--- config.mk ---
export PLATFORM = sky130hd
export DESIGN_NAME = sent_tx_frame_gen
export DESIGN_NICKNAME = d
export VERILOG_FILES = /design/src/rtl/sent_tx_pkg.sv /design/src/rtl/sent_tx_tick_gen.sv /design/src/rtl/sent_tx_frame_gen.sv
export SDC_FILE = /design/constraint.sdc
export NUM_CORES = 1
export LEC_CHECK = 0
export CELL_PAD_IN_SITES_DETAIL_PLACEMENT = 1
export CELL_PAD_IN_SITES_GLOBAL_PLACEMENT = 1
export CORE_ASPECT_RATIO = 0.7
export CORE_UTILIZATION = 47
export CTS_BUF_LIST = sky130_fd_sc_hd__clkbuf_4 sky130_fd_sc_hd__clkbuf_8
export CTS_CLUSTER_SIZE = 20
export DETAILED_ROUTE_END_ITERATION = 12
export PLACE_DENSITY_LB_ADDON = 0.15
export SLEW_MARGIN = 15
export SYNTH_ARGS = -nofsm -noshare
export SYNTH_HDL_FRONTEND = slang
export SYNTH_SLANG_ARGS = --single-unit
--- constraint.sdc ---
create_clock -name clk_tx -period 6.7 [get_ports clk_tx]
set_clock_uncertainty 0.05 [all_clocks]
set_input_delay 0.67 -clock clk_tx [delete_from_list [all_inputs] [get_ports clk_tx]]
set_output_delay 0.67 -clock clk_tx [all_outputs]
set_load 0.03 [all_outputs]
--- src/rtl/sent_tx_pkg.sv ---
// Shared definitions for the SENT transmit frame generator.
//   sent_state_e : frame FSM states
//   SYNC_TICKS   : sync pulse length in ticks
//   NIB_BASE     : tick length of a nibble with value 0
//   CRC_SEED     : SAE J2716 CRC4 seed
//   FMT_*        : frame format codes (shared with the data register load_bit)
//   crc4_step    : one CRC4 table step, T[crc] ^ nib
package sent_tx_pkg;

  typedef enum logic [3:0] {
    ST_IDLE,
    ST_LOAD,
    ST_CAPTURE,
    ST_CRC,
    ST_SYNC,
    ST_STATUS,
    ST_DATA,
    ST_CRCN,
    ST_PAUSE
  } sent_state_e;

  localparam int unsigned SYNC_TICKS = 56;
  localparam int unsigned NIB_BASE   = 12;
  localparam logic [3:0]  CRC_SEED   = 4'h5;

  localparam logic [2:0] FMT_NONE     = 3'b000;
  localparam logic [2:0] FMT_F1F2_12  = 3'b001;
  localparam logic [2:0] FMT_F1_H16   = 3'b110;
  localparam logic [2:0] FMT_F1_F2_24 = 3'b111;

  function automatic logic [3:0] crc4_step(input logic [3:0] crc, input logic [3:0] nib);
    logic [3:0] t;
    case (crc)
      4'd0:    t = 4'd0;
      4'd1:    t = 4'd13;
      4'd2:    t = 4'd7;
      4'd3:    t = 4'd10;
      4'd4:    t = 4'd14;
      4'd5:    t = 4'd3;
      4'd6:    t = 4'd9;
      4'd7:    t = 4'd4;
      4'd8:    t = 4'd1;
      4'd9:    t = 4'd12;
      4'd10:   t = 4'd6;
      4'd11:   t = 4'd11;
      4'd12:   t = 4'd15;
      4'd13:   t = 4'd2;
      4'd14:   t = 4'd8;
      default: t = 4'd5;
    endcase
    return t ^ nib;
  endfunction

endpackage

--- src/rtl/sent_tx_tick_gen.sv ---
// SENT tick prescaler.
//   clk_tx   : transmit clock
//   reset_tx : asynchronous active-high reset
//   clear    : holds the counter at 0 and suppresses tick
//   tick     : high on the cycle the 0..TICK_DIV-1 counter wraps
module sent_tx_tick_gen #(
  parameter int unsigned TICK_DIV = 3
) (
  input  logic clk_tx,
  input  logic reset_tx,
  input  logic clear,
  output logic tick
);

  localparam int unsigned CW = (TICK_DIV > 1) ? $clog2(TICK_DIV) : 1;
  localparam logic [CW-1:0] LAST = CW'(TICK_DIV - 1);

  logic [CW-1:0] cnt_q;

  always_ff @(posedge clk_tx or posedge reset_tx) begin
    if (reset_tx) begin
      cnt_q <= '0;
    end else if (clear || cnt_q == LAST) begin
      cnt_q <= '0;
    end else begin
      cnt_q <= cnt_q + CW'(1);
    end
  end

  assign tick = !clear && (cnt_q == LAST);

endmodule

--- src/rtl/sent_tx_frame_gen.sv ---
// SENT frame generator: requests fast-channel data from the data register,
// packs it into nibbles, computes the J2716 CRC4 and drives the SENT line.
//   clk_tx, reset_tx   : clock, asynchronous active-high reset
//   enable_i, fmt_i    : start/continue frames while enabled with fmt != 000
//   status_i           : status nibble, sampled with the data
//   load_bit_o         : format request to the data register (000 = none)
//   done_pre_data_i    : data register strobe; data valid the following cycle
//   data_f1_i/f2_i     : fast channel data
//   sent_o             : SENT line, idles high
//   busy_o             : high outside IDLE
//   frame_done_o       : 1-cycle pulse right after the final pulse ends
module sent_tx_frame_gen
  import sent_tx_pkg::*;
#(
  parameter int unsigned TICK_DIV    = 3,
  parameter int unsigned LOW_TICKS   = 5,
  parameter int unsigned PAUSE_TICKS = 0
) (
  input  logic        clk_tx,
  input  logic        reset_tx,
  input  logic        enable_i,
  input  logic [2:0]  fmt_i,
  input  logic [3:0]  status_i,
  output logic [2:0]  load_bit_o,
  input  logic        done_pre_data_i,
  input  logic [15:0] data_f1_i,
  input  logic [11:0] data_f2_i,
  output logic        sent_o,
  output logic        busy_o,
  output logic        frame_done_o
);

  sent_state_e state_q, state_d;
  logic [2:0]  fmt_q;
  logic [23:0] word_q;
  logic [3:0]  status_q;
  logic [3:0]  crc_q;
  logic [2:0]  nib_idx_q;
  logic [7:0]  pcnt_q;
  logic        frame_done_q;

  logic        tick;
  logic        pulse_state;
  logic        pulse_end;
  logic        frame_end;
  logic        restart;
  logic        crc_last;
  logic [2:0]  nib_cnt;
  logic [23:0] word_sh;
  logic [3:0]  cur_nib;
  logic [7:0]  pulse_len;

  // Packed word is left-aligned: the first transmitted nibble is [23:20].
  function automatic logic [23:0] pack_word(input logic [2:0] fmt, input logic [15:0] f1,
                                            input logic [11:0] f2);
    case (fmt)
      FMT_F1F2_12:  return {f1[11:0], f2[3:0], f2[7:4], f2[11:8]};
      FMT_F1_H16:   return {f1[13:0], f2[9:0]};
      FMT_F1_F2_24: return {f1, f2[7:0]};
      default:      return {f1[11:0], 12'h000};
    endcase
  endfunction

  sent_tx_tick_gen #(.TICK_DIV(TICK_DIV)) u_tick (
    .clk_tx   (clk_tx),
    .reset_tx (reset_tx),
    .clear    (!pulse_state),
    .tick     (tick)
  );

  assign pulse_state = (state_q == ST_SYNC) || (state_q == ST_STATUS) || (state_q == ST_DATA) ||
                       (state_q == ST_CRCN) || (state_q == ST_PAUSE);
  assign nib_cnt  = (fmt_q == FMT_F1F2_12 || fmt_q == FMT_F1_H16 || fmt_q == FMT_F1_F2_24) ? 3'd6 : 3'd3;
  assign word_sh  = word_q << {nib_idx_q, 2'b00};
  assign cur_nib  = word_sh[23:20];
  assign crc_last = (nib_idx_q == nib_cnt);
  assign restart  = enable_i && (fmt_i != FMT_NONE);

  always_comb begin
    pulse_len = '0;
    case (state_q)
      ST_SYNC:   pulse_len = 8'(SYNC_TICKS);
      ST_STATUS: pulse_len = 8'(NIB_BASE) + {4'b0000, status_q};
      ST_DATA:   pulse_len = 8'(NIB_BASE) + {4'b0000, cur_nib};
      ST_CRCN:   pulse_len = 8'(NIB_BASE) + {4'b0000, crc_q};
      ST_PAUSE:  pulse_len = 8'(PAUSE_TICKS);
      default:   pulse_len = '0;
    endcase
  end

  assign pulse_end = pulse_state && tick && (pcnt_q == pulse_len - 8'd1);
  assign frame_end = pulse_end && (((state_q == ST_CRCN) && (PAUSE_TICKS == 0)) ||
                                   (state_q == ST_PAUSE));

  always_comb begin
    state_d = state_q;
    case (state_q)
      ST_IDLE:    if (restart) state_d = ST_LOAD;
      ST_LOAD:    if (done_pre_data_i) state_d = ST_CAPTURE;
      ST_CAPTURE: state_d = ST_CRC;
      ST_CRC:     if (crc_last) state_d = ST_SYNC;
      ST_SYNC:    if (pulse_end) state_d = ST_STATUS;
      ST_STATUS:  if (pulse_end) state_d = ST_DATA;
      ST_DATA:    if (pulse_end && nib_idx_q == nib_cnt - 3'd1) state_d = ST_CRCN;
      ST_CRCN: begin
        if (pulse_end) begin
          if (PAUSE_TICKS != 0) state_d = ST_PAUSE;
          else                  state_d = restart ? ST_LOAD : ST_IDLE;
        end
      end
      ST_PAUSE:   if (pulse_end) state_d = restart ? ST_LOAD : ST_IDLE;
      default:    state_d = ST_IDLE;
    endcase
  end

  always_ff @(posedge clk_tx or posedge reset_tx) begin
    if (reset_tx) begin
      state_q      <= ST_IDLE;
      fmt_q        <= FMT_NONE;
      word_q       <= '0;
      status_q     <= '0;
      crc_q        <= '0;
      nib_idx_q    <= '0;
      pcnt_q       <= '0;
      frame_done_q <= 1'b0;
    end else begin
      state_q      <= state_d;
      frame_done_q <= frame_end;
      if (state_d == ST_LOAD && state_q != ST_LOAD) fmt_q <= fmt_i;
      if (!pulse_state || pulse_end) pcnt_q <= '0;
      else if (tick)                 pcnt_q <= pcnt_q + 8'd1;
      case (state_q)
        // Data register outputs are valid the cycle after done, i.e. here.
        ST_CAPTURE: begin
          word_q    <= pack_word(fmt_q, data_f1_i, data_f2_i);
          status_q  <= status_i;
          crc_q     <= CRC_SEED;
          nib_idx_q <= '0;
        end
        // One nibble per cycle, then the zero-nibble augmentation step.
        ST_CRC: begin
          if (crc_last) begin
            crc_q     <= crc4_step(crc_q, 4'h0);
            nib_idx_q <= '0;
          end else begin
            crc_q     <= crc4_step(crc_q, cur_nib);
            nib_idx_q <= nib_idx_q + 3'd1;
          end
        end
        ST_DATA: if (pulse_end) nib_idx_q <= nib_idx_q + 3'd1;
        default: ;
      endcase
    end
  end

  assign load_bit_o   = (state_q == ST_LOAD) ? fmt_q : FMT_NONE;
  assign busy_o       = (state_q != ST_IDLE);
  assign frame_done_o = frame_done_q;
  assign sent_o       = !(pulse_state && (pcnt_q < 8'(LOW_TICKS)));

endmodule

## Word-level counts from Yosys, hierarchy flattened

Memory sizes are Yosys's and may differ from the RTL's.
Cells that the tools add are included.

- Bits in latches: 0
- RAM bits: 0
- Output and inout port bits: 6
- Bits in registers: 53
- Memory bits (read-only): 128
- Bits of input ports: 39
- Memories: 2

- Muxes and demuxes: 23
- Divide/modulo/power cells: 0
- Shifts and indexed selects: 1
- Bitwise logic cells: 1
- Multipliers: 0
- $add $sub $neg: 8
- Equal/unequal tests: 18
- $lt $le $gt $ge: 1
- Reductions and logical operators: 27

Memories:

| memory | words | width | rd ports | clocked after Yosys merged registers in | wr ports | RTL line | source |
|---|---|---|---|---|---|---|---|
| (no name shown) | 16 | 4 | 1 | 0 | 0 | sent_tx_pkg.sv:33 | `case (crc)` |
| (no name shown) | 16 | 4 | 1 | 0 | 0 | sent_tx_pkg.sv:33 |  |

Operators by type and width:

| cell | count |
|---|---|
| 24-bit one-hot mux with 3 select lines | 1 |
| 4-bit two-way mux | 10 |
| 4-bit one-hot mux with 8 select lines | 1 |
| 6-bit one-hot mux with 4 select lines | 1 |
| 24-bit by 5-bit left shift with 24-bit output | 1 |
| 4-bit by 3-bit equality test with 1-bit output, second input constant | 4 |
| 8-bit two-way mux | 2 |
| 4-bit by 4-bit adder with 5-bit output, first input constant | 3 |
| 3-bit two-way mux | 4 |
| 1-bit logical OR | 9 |
| 3-bit one-hot mux with 3 select lines | 1 |
| 8-bit by 1-bit adder with 8-bit output, second input constant | 1 |
| 4-bit by 1-bit equality test with 1-bit output, second input constant | 2 |
| 4-bit by 2-bit equality test with 1-bit output, second input constant | 2 |
| 8-bit equality test | 1 |
| 1-bit logical AND | 8 |
| 8-bit by 3-bit < comparator with 1-bit output, second input constant | 1 |
| 4-bit one-hot mux with 2 select lines | 1 |
| 8-bit by 1-bit subtractor with 8-bit output, second input constant | 1 |
| 3-bit equality test | 2 |
| 3-bit equality test, second input constant | 2 |
| 3-bit nonzero test | 2 |
| 4-bit equality test, second input constant | 1 |
| 4-bit zero test | 1 |
| other kinds (15) | 17 |

## Depth between registers and ports, before layout

Gate-level depths: netlist (run 1).

- Depth in word-level cells: 13
- Mapped depth: 17

## Modules after synthesis

From an unflattened synthesis (run 1), not the netlist that was laid out.

- Cell total of the unflattened synthesis: 418
- Area, all modules: 3678.5 sq um

By module, submodules not included:

| module | cells an instance | instances | seq. area each (sq um) | area an instance (sq um) |
|---|---|---|---|---|
| sent_tx_frame_gen | 410 | 1 | 1276.2 | 3587.2 |
| sent_tx_tick_gen | 8 | 1 | 50.0 | 91.3 |

## Worst setup path before layout (run 1)

OpenSTA, ideal clock, no wires.

- Path kind: register to register
- Start: register nib_idx_q[1]
- End: register fmt_q[0]
- Clock period less this slack: 3.840 ns
- Buffers on the path: 1
- Slack: 2.860 ns
- Stages on the path, launching flop included: 18
- Arrival: 3.663 ns
- Cells stage by stage: dfrtp_1 -> buf_6 -> mux4_1 -> a22oi_1 -> nor2_1 -> a21oi_1 -> nor2_1 -> a21oi_1 -> ha_1 -> o21a_1 -> a21oi_1 -> nand2b_1 -> o211ai_1 -> xor2_1 -> a2111oi_4 -> and4_1 -> a2bb2oi_2 -> mux2_1

- Cells in the longest elaborated chain, start to end: 11
- Elaborated cells between the ends (all ways): 17

RTL lines:

| what | RTL line | source |
|---|---|---|
| start, declared | sent_tx_frame_gen.sv:38 | `logic [2:0] nib_idx_q;` |
| start signal, assigned | sent_tx_frame_gen.sv:147 | `nib_idx_q <= nib_idx_q + 3'd1;` |
| start signal, assigned | sent_tx_frame_gen.sv:150 | `ST_DATA: if (pulse_end) nib_idx_q <= nib_idx_q + 3'd1;` |
| 24-bit by 5-bit left shift with 24-bit output | sent_tx_frame_gen.sv:74 | `assign word_sh = word_q << {nib_idx_q, 2'b00};` |
| 4-bit by 4-bit adder with 5-bit output | sent_tx_frame_gen.sv:84 | `ST_DATA: pulse_len = 8'(NIB_BASE) + {4'b0000, cur_nib};` |
| 6-bit one-hot mux with 4 select lines | sent_tx_frame_gen.sv:81 | `case (state_q)` |
| 8-bit by 1-bit subtractor with 8-bit output | sent_tx_frame_gen.sv:91 | `assign pulse_end = pulse_state && tick && (pcnt_q == pulse_len - 8'd1);` |
| 8-bit equality test | sent_tx_frame_gen.sv:91 |  |
| 1-bit logical AND | sent_tx_frame_gen.sv:91 |  |
| 1-bit logical AND | sent_tx_frame_gen.sv:104 | `ST_DATA: if (pulse_end && nib_idx_q == nib_cnt - 3'd1) state_d = ST_CRCN;` |
| 4-bit two-way mux | sent_tx_frame_gen.sv:104 |  |
| 4-bit one-hot mux with 8 select lines * | sent_tx_frame_gen.sv:97 | `case (state_q)` |
| 4-bit by 1-bit equality test with 1-bit output * | sent_tx_frame_gen.sv:129 | `if (state_d == ST_LOAD && state_q != ST_LOAD) fmt_q <= fmt_i;` |
| 1-bit logical AND * | sent_tx_frame_gen.sv:129 |  |
| end signal, assigned | sent_tx_frame_gen.sv:129 |  |
| end, declared | sent_tx_frame_gen.sv:34 | `logic [2:0] fmt_q;` |

Mark *: on every way between the ends. The rest lies on a longest branch, timed or not.
A chain may end at the register's enable or synchronous reset.

## Final worst setup path (run 1)

- Start: register nib_idx_q[1]
- End: register state_q[1]

- Cells in the longest elaborated chain, start to end: 9
- Elaborated cells between the ends (all ways): 15

RTL lines:

| what | RTL line | source |
|---|---|---|
| 24-bit by 5-bit left shift with 24-bit output | sent_tx_frame_gen.sv:74 |  |
| 4-bit by 4-bit adder with 5-bit output | sent_tx_frame_gen.sv:84 |  |
| 6-bit one-hot mux with 4 select lines | sent_tx_frame_gen.sv:81 |  |
| 8-bit by 1-bit subtractor with 8-bit output | sent_tx_frame_gen.sv:91 |  |
| 8-bit equality test | sent_tx_frame_gen.sv:91 |  |
| 1-bit logical AND | sent_tx_frame_gen.sv:91 |  |
| 1-bit logical AND | sent_tx_frame_gen.sv:104 |  |
| 4-bit two-way mux | sent_tx_frame_gen.sv:104 |  |
| 4-bit one-hot mux with 8 select lines * | sent_tx_frame_gen.sv:97 |  |
| named net state_d[1] | sent_tx_frame_gen.sv:33 | `sent_state_e state_q, state_d;` |
| end signal, assigned | sent_tx_frame_gen.sv:127 | `state_q <= state_d;` |
| end, declared | sent_tx_frame_gen.sv:33 |  |

Mark *: on every way through the listed nets, which the timed path passes. The rest lies on a longest branch.

==> impl_results.md, run 1 <==
* Diode count at 0
* Worst-Margin Slew at 0.920 ns
* Max Used Layer: met4
* Max frequency at slightly above 200 MHz
* Post-Layout Cell Count at 516
* Grt total ovfl at 0
* Synthesized instance count at 388
* DRC at 0
* RSZ-0062 raised after global routing: false
* WL per Instance at around 20 µm
* Top FF cell, synth: dfrtp_1
* CTS tree: done
* MaxCap Viol Count at 0
* DRT iter0 DRCs at 224
* Vias in the first global route at 3251
* Area Overhead vs Synth at 16.3%
* Fin. Hold Viols at 0
* Min-Delay Endpoint: u_tick.cnt_q[0]
* Setup TNS at 0 ns
* Total Wirelength at roughly 10000 µm
* VDD IR-drop max at between 0.15 and 0.2 mV
* Post-DP Area at between 3000 and 4000 µm²
* CTS max path bufs at 2
* DR vias/cell at just over 6
* Hold Path Class: reg -> reg
* Chip width at 105 µm
* Net Count, Synth at 435
* CP arrival at 4.99 ns
* Layout cells sized above 1 at 0.0687
* TritonRoute pass-1 iters at 7
* Gpl congestion at 0.887
* PostCTS Resize Cnt at 0
* Final Max Slew Viols at 0
* R2R cell count at 16
* Initial antenna violation count at 0
* Initial Utilization at 0.501
* Setup CP Type: reg -> reg
* CTS H-tree lvls at 2
* Register-to-register setup slack at 1.84 ns
* Crit end category: flip-flop
* Mapped cell area at ~3500 µm²
* Core area at 6980 µm²
* IO buf count at 44
* Post-CTS Setup Bufs at 0
* Clock transition at path regs at 0.10 ns
* Slew HR at 0.385
* Leak at 0.00173 µW
* Total clock sinks at 53
* CP Launch Type: flip-flop
* Post-CTS Hold Fix Bufs at 0
* First-pass GRT wire length at 17100 µm
* Netlist cell types at 57
* Hold WS at 0.388 ns
* RR Startpoint: nib_idx_q[1]
* Final nets at 468
* Ys Warns at 0
* Utilization of the core after routing at 0.583
* Detailed-placement wirelength estimate at 7960 µm
* Rows at 25
* Final min period at 4.86 ns
* Largest net degree at the start of global routing at 54
* Worst skew pair latency at approximately 0.31 ns
* Root buffer cell: clkbuf_8
* Met2 WL post-DR at 4590 µm
* Hold Path Depth at 1
* Critical Path Fanout Max at 12
* Post-synth EDFFs at 0
* Inserted Clock Buffers at 5
* #FFs+latches synth at 53
* Cell Pwr Density at roughly 460 nW/µm²
* Avg Inst Size Synth at between 9 and 10 µm²
* Final setup violation count at 0
* Async SR Flop Fraction at 1.00
* GRT Util Overall at 0.285
* CP Data Required Time at 6.83 ns
* Routed wl met3 at 483 µm
* Die area at 7800 µm²
* # IOs at 45
* Metal-1 WL at 5220 µm
* Chip height at approximately 74 µm
* Hold_sp: u_tick.cnt_q[0]
* Routed via count at around 3100
* Final Cycle Share at 0.725
* Final ANT Viol Nets at 0
* Inst Count DP at 508
* Final instance area at 4070 µm²
* Outcome: completed
* Reg2reg end: state_q[1]
* Part of the Yosys area used for sequential elements at 0.379
layer usage:
| layer | up-vias | track usage |
|---|---|---|
| met4 | 0 | 0.0485 |
| met1 | 1587 | 0.419 |
| met3 | 7 | 0.0482 |
| met2 | 72 | 0.450 |
| li1 | 1462 | - |
| met5 | - | 0 |
where the power goes:
group	switching, µW	total [µW]	internal [µW]
Combinational	607	1050	444
Clock	113	207	93.9
Sequential	180	620	440
worst max-delay path: stages, from the launching register on:
cell,delay [ns]
dfrtp_1,0.67
mux2_2,0.39
a222oi_1,0.65
nor2_1,0.09
a21oi_1,0.14
nor2_1,0.05
a21oi_1,0.12
ha_1,0.25
o21a_1,0.13
a21oi_1,0.31
nand2_1,0.09
mux2i_1,0.13
mux2i_1,0.09
o21ai_0,0.55
nand3_1,0.34
mux2i_1,0.19
a2111oi_0,0.45
cell type report:
| cell class | instances | area [µm²] |
|---|---|---|
| Multi-Input combinational cell | 303 | 2020 |
| Tap cell | 94 | 118 |
| Inverter | 12 | 45.0 |
| Clock inverter | 1 | 5.00 |
| Sequential cell | 53 | 1330 |
| Fill cell | 819 | 2910 |
| Clock buffer | 7 | 96.3 |
| Timing Repair Buffer | 46 | 455 |
cell usage after synthesis, drive strengths merged, types with 10 or more instances:
library cell,number,area share
dfrtp,53,0.38
nor2,44,0.047
nand2,37,0.040
o21ai,32,0.046
a21oi,28,0.040
mux2i,21,0.060
mux2,15,0.050
clkbuf,12,0.013
inv,11,0.012
a22oi,10,0.021
nand3,10,0.014
xnor2,10,0.025
how the worst max path moves through the flow:
stage / start / end / slack [ns] / cells past startpoint
2_1_floorplan: nib_idx_q[1] / fmt_q[0] / 2.86 / 17
3_3_place_gp: nib_idx_q[1] / fmt_q[0] / 2.24 / 16
3_5_place_dp: nib_idx_q[1] / state_q[1] / 1.95 / 16
4_1_cts: nib_idx_q[1] / state_q[1] / 1.92 / 16
5_1_grt: nib_idx_q[1] / state_q[1] / 1.25 / 16
6_report: nib_idx_q[1] / state_q[1] / 1.84 / 16
sequential cells by signal, summed over array words and instances, names as in the netlist, 2 cells and up:
name and flops:
state_q 4, fmt_q 3, crc_q 4, pcnt_q 8, status_q 4, word_q 24, nib_idx_q 3, u_tick.cnt_q 2
cells by family (layout without fill, tap and decap cells):
| logic type | count (synthesis) | in the layout | share of synthesized area |
|---|---|---|---|
| AO/OA/AOI/OAI | 111 | 111 | 0.211 |
| XOR/XNOR | 17 | 17 | 0.0426 |
| adder cells (fa/ha/maj) | 8 | 8 | 0.0286 |
| buffers and inverters | 32 | 66 | 0.0426 |
| flip-flops | 53 | 53 | 0.379 |
| multiplexers | 38 | 38 | 0.126 |
| AND/OR/NAND/NOR | 129 | 129 | 0.171 |
layout by cell type, fill, tap and decap left out, types with 2 or more instances in the layout:
master	instances
ha_1	8
xnor2_1	10
o21ai_0	32
a22o_1	8
nor2b_1	4
o21a_1	3
dfrtp_1	53
a22oi_1	10
mux2_4	2
nand3_1	10
mux2i_1	21
nor3_1	6
buf_4	2
clkdlybuf4s50_1	44
o2bb2ai_1	2
xor2_1	7
nand2b_1	6
a21oi_1	28
o211ai_1	3
o22a_1	2
nor4_1	2
nor2_1	44
a31oi_1	3
a222oi_1	2
and3_1	2
clkbuf_8	7
nand4_1	4
nand3b_1	2
and2_1	5
a211oi_1	3
o22ai_1	2
o31ai_1	2
mux2_1	4
nand2_1	37
mux2_2	9
inv_1	10
mux4_1	2
metrics by stage:
stage / total power [µW] / setup slack, ns
detailed placement: 1660 / 1.95
global route: 2020 / 1.25
finish: 1880 / 1.84
floorplan: 1370 / 2.86
CTS: 1860 / 1.92
global placement: 1590 / 2.24
Power figures use the tool's default switching activity.
==> inputs of run 2 (changes only) <==
--- a/config.mk
+++ b/config.mk
@@ -8,7 +8,7 @@
 export CELL_PAD_IN_SITES_DETAIL_PLACEMENT = 1
 export CELL_PAD_IN_SITES_GLOBAL_PLACEMENT = 1
 export CORE_ASPECT_RATIO = 0.7
-export CORE_UTILIZATION = 47
+export CORE_UTILIZATION = 44
 export CTS_BUF_LIST = sky130_fd_sc_hd__clkbuf_4 sky130_fd_sc_hd__clkbuf_8
 export CTS_CLUSTER_SIZE = 20
 export DETAILED_ROUTE_END_ITERATION = 12
==> constraint.sdc (replaced) <==
create_clock -name clk_tx -period 4.7 [get_ports clk_tx]
set_clock_uncertainty 0.05 [all_clocks]
set_input_delay 0.47 -clock clk_tx [delete_from_list [all_inputs] [get_ports clk_tx]]
set_output_delay 0.47 -clock clk_tx [all_outputs]
set_load 0.03 [all_outputs]
==> run 2 against run 1 <==
Effect of this change:
- die area up 6.7%
- register-to-register slack worse by 1.6 ns
- cell count up 2.3%
- critical path depth up 1
- critical path type unchanged
- largest cell class unchanged
- highest routed layer unchanged
==> impl_results.md, run 2 (same netlist as run 1, synthesis figures left out) <==
* CP arrival at 4.61 ns (-0.38 ns)
* Total Wirelength at 10700 µm (+3.1%)
* Outcome: completed
* Routed via count at 3128 (unchanged)
* Chip width at 109 µm (+3.3%)
* Post-Layout Cell Count at 528 (+2.3%)
* Largest Register: word_q
* CP Buf/Inv Count at 1 (+1)
* Fillers at 878 (+7.2%)
* Register-to-register setup slack at 0.26 ns (-1.58 ns)
* Critical Path Fanout Max at 7 (-5)
* Inst Count DP at 519 (+2.2%)
* Max FFs per register at 24 (unchanged)
* DRT iter0 DRCs at 205 (-8.5%)
* Setup TNS at 0 ns (unchanged)
* First-pass GRT wire length at 17600 µm (+2.8%)
* Setup WS post-layout at 0.263 ns (-1.58 ns)
* GRT Util Overall at 0.281 (-0.00349)
* Layout cells sized above 1 at 0.0930 (+0.0243)
* Initial Utilization at 0.467 (-0.0340)
* Detailed-placement wirelength estimate at 8070 µm (+1.5%)
* RSZ-0062 raised after global routing: false
* Root buffer cell: clkbuf_8
* Cell repeated most along the worst path: a21oi_1
* Most frequent cells in the layout: dfrtp_1, nor2_1, clkdlybuf4s50_1
* Setup CP Type: reg -> reg
* Fin. Hold Viols at 0 (unchanged)
* Post-DP Area at 4020 µm² (+1.5%)
* Total clock sinks at 53 (unchanged)
* TritonRoute pass-1 iters at 6 (-1)
* Final min period at 4.44 ns (-0.421 ns)
* Cell Pwr Density at 673 nW/µm² (+46%)
* # IOs at 45 (unchanged)
* CTS tree: done
* Regs by FF count: word_q x24, pcnt_q x8
* Vias in the first global route at 3222 (-0.89%)
* Crit end category: flip-flop
* DR vias/cell at 5.92 (-2.3%)
* Crit-path cells: mux4_1 > a22oi_1 > nor2_1 > a21oi_1 > nor2_1 > a21oi_1 > ha_1 > o21a_1 > a21oi_1 > nand2b_1 > o211ai_1 > xor2_1 > a2111oi_4 > buf_4 > and4_1 > a2bb2oi_2 > mux2_1
* CP Data Required Time at 4.88 ns (-1.95 ns)
* CTS max path bufs at 2 (unchanged)
* Initial antenna violation count at 0 (unchanged)
* Die area at 8310 µm² (+6.7%)
* VDD IR-drop max at 0.344 mV (+78%)
* IO buf count at 44 (unchanged)
* CTS H-tree lvls at 2 (unchanged)
* Final Max Slew Viols at 0 (unchanged)
* Final nets at 476 (+1.7%)
* Clock transition at path regs at 0.10 ns (about the same)
* CP max stage cell: mux4_1
* Rows at 26 (+4.0%)
* Final instance area at 4160 µm² (+2.2%)
* Diode count at 0 (unchanged)
* Core area at 7480 µm² (+7.3%)
* Final Cycle Share at 0.944 (+0.219)
* Final setup violation count at 0 (unchanged)
* DRC at 0 (unchanged)
* Final ANT Viol Nets at 0 (unchanged)
* CP Launch Type: flip-flop
* Chip height at 76.6 µm (+3.3%)
* Max frequency at 225 MHz (+9.5%)
* Gpl congestion at 0.857 (-3.4%)
* Inserted Clock Buffers at 5 (unchanged)
* Leak at 0.00178 µW (+2.5%)
* Largest stage delay, worst path at 0.60 ns (-0.07 ns)
* Largest net degree at the start of global routing at 54 (unchanged)
* CP top delay family: compound AO/OA/AOI/OAI gates
* WL per Instance at 20.2 µm (+0.75%)
* MaxCap Viol Count at 0 (unchanged)
* Area Overhead vs Synth at 18.9%
* Hold WS at 0.385 ns (-0.00315 ns)
* Hold Path Class: reg -> reg
* Grt total ovfl at 0 (unchanged)
* Slew HR at 0.374 (-0.0114)
* Worst skew pair latency at 0.34 ns (+0.03 ns)
* Setup WS pre-CTS at 0.268 ns (-1.68 ns)
* Worst-Margin Slew at 0.938 ns (+0.0170 ns)
* Most common cell after layout, fill and taps aside: dfrtp_1
-- run 2: changes by cell type in the layout (fill, tap and decap cells not counted) --
cell	previous run	this run
clkbuf_8	7	6
clkbuf_4	0	1
bufinv_16	0	1
clkinv_2	1	0
dfrtp_2	0	2
nand3_1	10	9
buf_4	2	10
nand3_2	0	1
dfrtp_1	53	51
-- run 2: cell type report --
| type | instances | area (µm²) | area share |
|---|---|---|---|
| clock buffers | 7 | 90.1 | 0.0217 |
| clock inverters | 1 | 30.0 | 0.00722 |
| inverters | 12 | 45.0 | 0.0108 |
| flip-flops and latches | 53 | 1330 | 0.319 |
| repair buffers | 54 | 515 | 0.124 |
| well taps | 98 | 123 | 0.0295 |
| multi-input cells | 303 | 2030 | 0.487 |
-- run 2: stage by stage --
| step | power, µW | util |
|---|---|---|
| after floorplan | 1960 | - |
| after global placement | 2340 | 0.538 |
| after detailed placement | 2410 | 0.538 |
| after CTS | 2780 | 0.554 |
| after global routing | 3010 | 0.556 |
| final | 2800 | 0.556 |
-- run 2: metal layers --
layer	part of all wire	up-vias	GRT usage	wire length [µm]
met3	0.054	10	0.0556	575
met4	0.011	0	0.0784	119
met1	0.52	1565	0.435	5530
met2	0.42	68	0.391	4450
met5	0	-	0	0
li1	-	1485	-	-
-- run 2: worst paths after layout --
| path | start | end | cells past startpoint |
|---|---|---|---|
| max in group asynchronous | reset_tx | nib_idx_q[1] | 3 |
| worst min register to register | u_tick.cnt_q[0] | u_tick.cnt_q[0] | 1 |
| worst min-delay path | u_tick.cnt_q[0] | u_tick.cnt_q[0] | 1 |
| worst max-delay path | nib_idx_q[1] | fmt_q[1] | 17 |
| worst max register to register | nib_idx_q[1] | fmt_q[1] | 17 |
| min in group asynchronous | reset_tx | nib_idx_q[0] | 3 |
-- run 2: what timing repair did --
item                       CTS  global route
setup endpoints to repair    0             5
hold buffers                 0             0
gates resized for setup      0             3
buffers inserted             0             1
-- run 2: report_power, final --
part | total [µW] | internal [µW] | switching [µW]
clock network | 351 | 180 | 171
logic | 1600 | 680 | 924
registers | 845 | 629 | 215
-- run 2: worst register-to-register path, cell delays in order, from the launching register on --
cell	delay [ns]
dfrtp_2	0.48
mux4_1	0.60
a22oi_1	0.29
nor2_1	0.07
a21oi_1	0.12
nor2_1	0.05
a21oi_1	0.12
ha_1	0.26
o21a_1	0.14
a21oi_1	0.30
nand2b_1	0.18
o211ai_1	0.11
xor2_1	0.19
a2111oi_4	0.32
buf_4	0.20
and4_1	0.23
a2bb2oi_2	0.23
mux2_1	0.36
==> inputs of run 3 (changes only) <==
--- a/config.mk
+++ b/config.mk
@@ -7,9 +7,8 @@
 export LEC_CHECK = 0
 export CELL_PAD_IN_SITES_DETAIL_PLACEMENT = 1
 export CELL_PAD_IN_SITES_GLOBAL_PLACEMENT = 1
-export CORE_ASPECT_RATIO = 0.7
-export CORE_UTILIZATION = 44
-export CTS_BUF_LIST = sky130_fd_sc_hd__clkbuf_4 sky130_fd_sc_hd__clkbuf_8
+export CORE_ASPECT_RATIO = 0.9
+export CORE_UTILIZATION = 43
 export CTS_CLUSTER_SIZE = 20
 export DETAILED_ROUTE_END_ITERATION = 12
 export PLACE_DENSITY_LB_ADDON = 0.15
==> run 3 against run 2 <==
Effect of this change:
- clock power down 24%
- sequential share of layout area increased by 0.39 points
- first-iteration DRC count decreased by 8.3%
- die area grew 2.2%
- non-clock buffer count shrank 2
- global-route usage is 5.0 points lower
- register-to-register slack hardly changed
- hold slack got worse by 0.0019 ns
==> impl_results.md, run 3 (same netlist as run 1, synthesis figures left out) <==
* Outcome: completed
* CTS max path bufs at 2 (unchanged)
* CP max stage cell: mux4_1
* Core area at 7690 µm² (+2.8%)
* Crit-path cells: mux4_1 > a22oi_1 > nor2_1 > a21oi_1 > nor2_1 > a21oi_1 > ha_1 > o21a_1 > a21oi_1 > nand2b_1 > o211ai_1 > xor2_1 > a2111oi_4 > and4_1 > a2bb2oi_2 > mux2_1
* Slew HR at 0.524 (+0.151)
* Max FFs per register at 24 (unchanged)
* Rows at 30 (+15%)
* Worst skew pair latency at 0.31 ns (-0.03 ns)
* CP arrival at 4.57 ns (-0.04 ns)
* Most frequent cells in the layout: dfrtp_1, nor2_1, clkdlybuf4s50_1
* Chip width at 97.1 µm (-11%)
* Final setup violation count at 0 (unchanged)
* Area Overhead vs Synth at 17.5%
* Hold Path Depth at 1 (unchanged)
* Clock transition at path regs at 0.10 ns (about the same)
* CP Launch Type: flip-flop
* Post-CTS Hold Fix Bufs at 0 (unchanged)
* Detailed-placement wirelength estimate at 7230 µm (-10%)
* CTS tree: done
* Total clock sinks at 53 (unchanged)
* Leak at 0.00175 µW (-1.5%)
* Largest net degree at the start of global routing at 54 (unchanged)
* Final ANT Viol Nets at 0 (unchanged)
* Setup WS post-layout at 0.278 ns (+0.0150 ns)
* Largest stage delay, worst path at 0.59 ns (about the same)
* Diode count at 0 (unchanged)
* Crit end category: flip-flop
* DRC at 0 (unchanged)
* First-pass GRT wire length at 15700 µm (-11%)
* Worst-Margin Slew at 0.712 ns (-0.225 ns)
* VDD IR-drop max at 0.253 mV (-26%)
* CP Data Required Time at 4.85 ns (-0.03 ns)
* Chip height at 87.6 µm (+14%)
* WL per Instance at 18.2 µm (-10%)
* Grt total ovfl at 0 (unchanged)
* Critical Path Fanout Max at 12 (+5)
* Fillers at 921 (+4.9%)
* CTS H-tree lvls at 2 (unchanged)
* Die area at 8500 µm² (+2.2%)
* Initial antenna violation count at 0 (unchanged)
* Most common cell after layout, fill and taps aside: dfrtp_1
* Setup WS pre-CTS at 0.155 ns (-0.113 ns)
* MaxCap Viol Count at 0 (unchanged)
* Post-CTS Setup Bufs at 0 (unchanged)
* R2R cell count at 16 (-1)
* Setup CP Type: reg -> reg
* Final nets at 474 (-0.42%)
* Regs by FF count: word_q x24, pcnt_q x8
* IO buf count at 44 (unchanged)
* Vias in the first global route at 3113 (-3.4%)
* RSZ-0062 raised after global routing: false
* Cell Pwr Density at 645 nW/µm² (-4.2%)
* # IOs at 45 (unchanged)
* Final Cycle Share at 0.941 (-0.00318)
* Total Wirelength at 9510 µm (-11%)
* TritonRoute pass-1 iters at 5 (-1)
* Largest Register: word_q
* PostCTS Resize Cnt at 0 (unchanged)
* Final min period at 4.42 ns (-0.0150 ns)
* Final Max Slew Viols at 0 (unchanged)
* GRT Util Overall at 0.231 (-0.0497)
* Inserted Clock Buffers at 5 (unchanged)
* Initial Utilization at 0.454 (-0.0129)
* DRT iter0 DRCs at 188 (-8.3%)
* Layout cells sized above 1 at 0.0864 (-0.00657)
* Gpl congestion at 0.863 (+0.65%)
* Cell repeated most along the worst path: a21oi_1
* Hold WS at 0.383 ns (-0.00192 ns)
* Fin. Hold Viols at 0 (unchanged)
* Hold Path Class: reg -> reg
* DR vias/cell at 5.82 (-1.7%)
* Routed via count at 3052 (-2.4%)
* Setup TNS at 0 ns (unchanged)
* Root buffer cell: clkbuf_8
* Max frequency at 226 MHz (+0.34%)
==> run 3: final timing paths <==
path | startpoint | slack, ns | to
worst max register to register | nib_idx_q[1] | 0.28 | fmt_q[0]
max in group asynchronous | reset_tx | 3.49 | nib_idx_q[1]
worst min-delay path | u_tick.cnt_q[0] | 0.38 | u_tick.cnt_q[0]
min in group asynchronous | reset_tx | 0.61 | word_q[1]
worst max-delay path | nib_idx_q[1] | 0.28 | fmt_q[0]
worst min register to register | u_tick.cnt_q[0] | 0.38 | u_tick.cnt_q[0]
==> run 3: cell type report <==
type / count / area [µm²] / area share
Timing Repair Buffer: 52 / 500 / 0.122
Inverter: 12 / 45.0 / 0.0110
Sequential cell: 53 / 1330 / 0.323
Clock buffer: 6 / 72.6 / 0.0177
Clock inverter: 2 / 13.8 / 0.00335
Multi-Input combinational cell: 303 / 2030 / 0.494
Tap cell: 96 / 120 / 0.0292
==> run 3: stage by stage <==
step | utilization | cell area, µm² | power (µW) | cells
floorplan | - | 3500 | 1960 | 388
global placement | 0.522 | 4010 | 2300 | 516
detailed placement | 0.522 | 4010 | 2370 | 516
CTS | 0.533 | 4100 | 2640 | 524
global route | 0.534 | 4110 | 2870 | 524
finish | 0.534 | 4110 | 2650 | 524
==> run 3: where the power goes <==
| group | internal [µW] | switching, µW | total, µW |
|---|---|---|---|
| clock network | 107 | 160 | 267 |
| registers | 630 | 181 | 811 |
| logic | 664 | 909 | 1570 |
| total | 1400 | 1250 | 2650 |
==> run 3: per-layer routing <==
metal | vias up | global-route usage | wire, µm
met5 | - | 0 | 0
met4 | 0 | 0.0475 | 74
met2 | 57 | 0.372 | 4370
met1 | 1508 | 0.338 | 4740
met3 | 7 | 0.0279 | 329
li1 | 1480 | - | -
==> run 3: critical path, delay by kind of cell, from the launching register on <==
| kind | cells | cell delay [ns] |
|---|---|---|
| AO/OA/AOI/OAI | 8 | 1.70 |
| XOR/XNOR | 1 | 0.19 |
| adder cells (fa/ha/maj) | 1 | 0.26 |
| flip-flops | 1 | 0.52 |
| multiplexers | 2 | 0.95 |
| AND/OR/NAND/NOR | 4 | 0.62 |
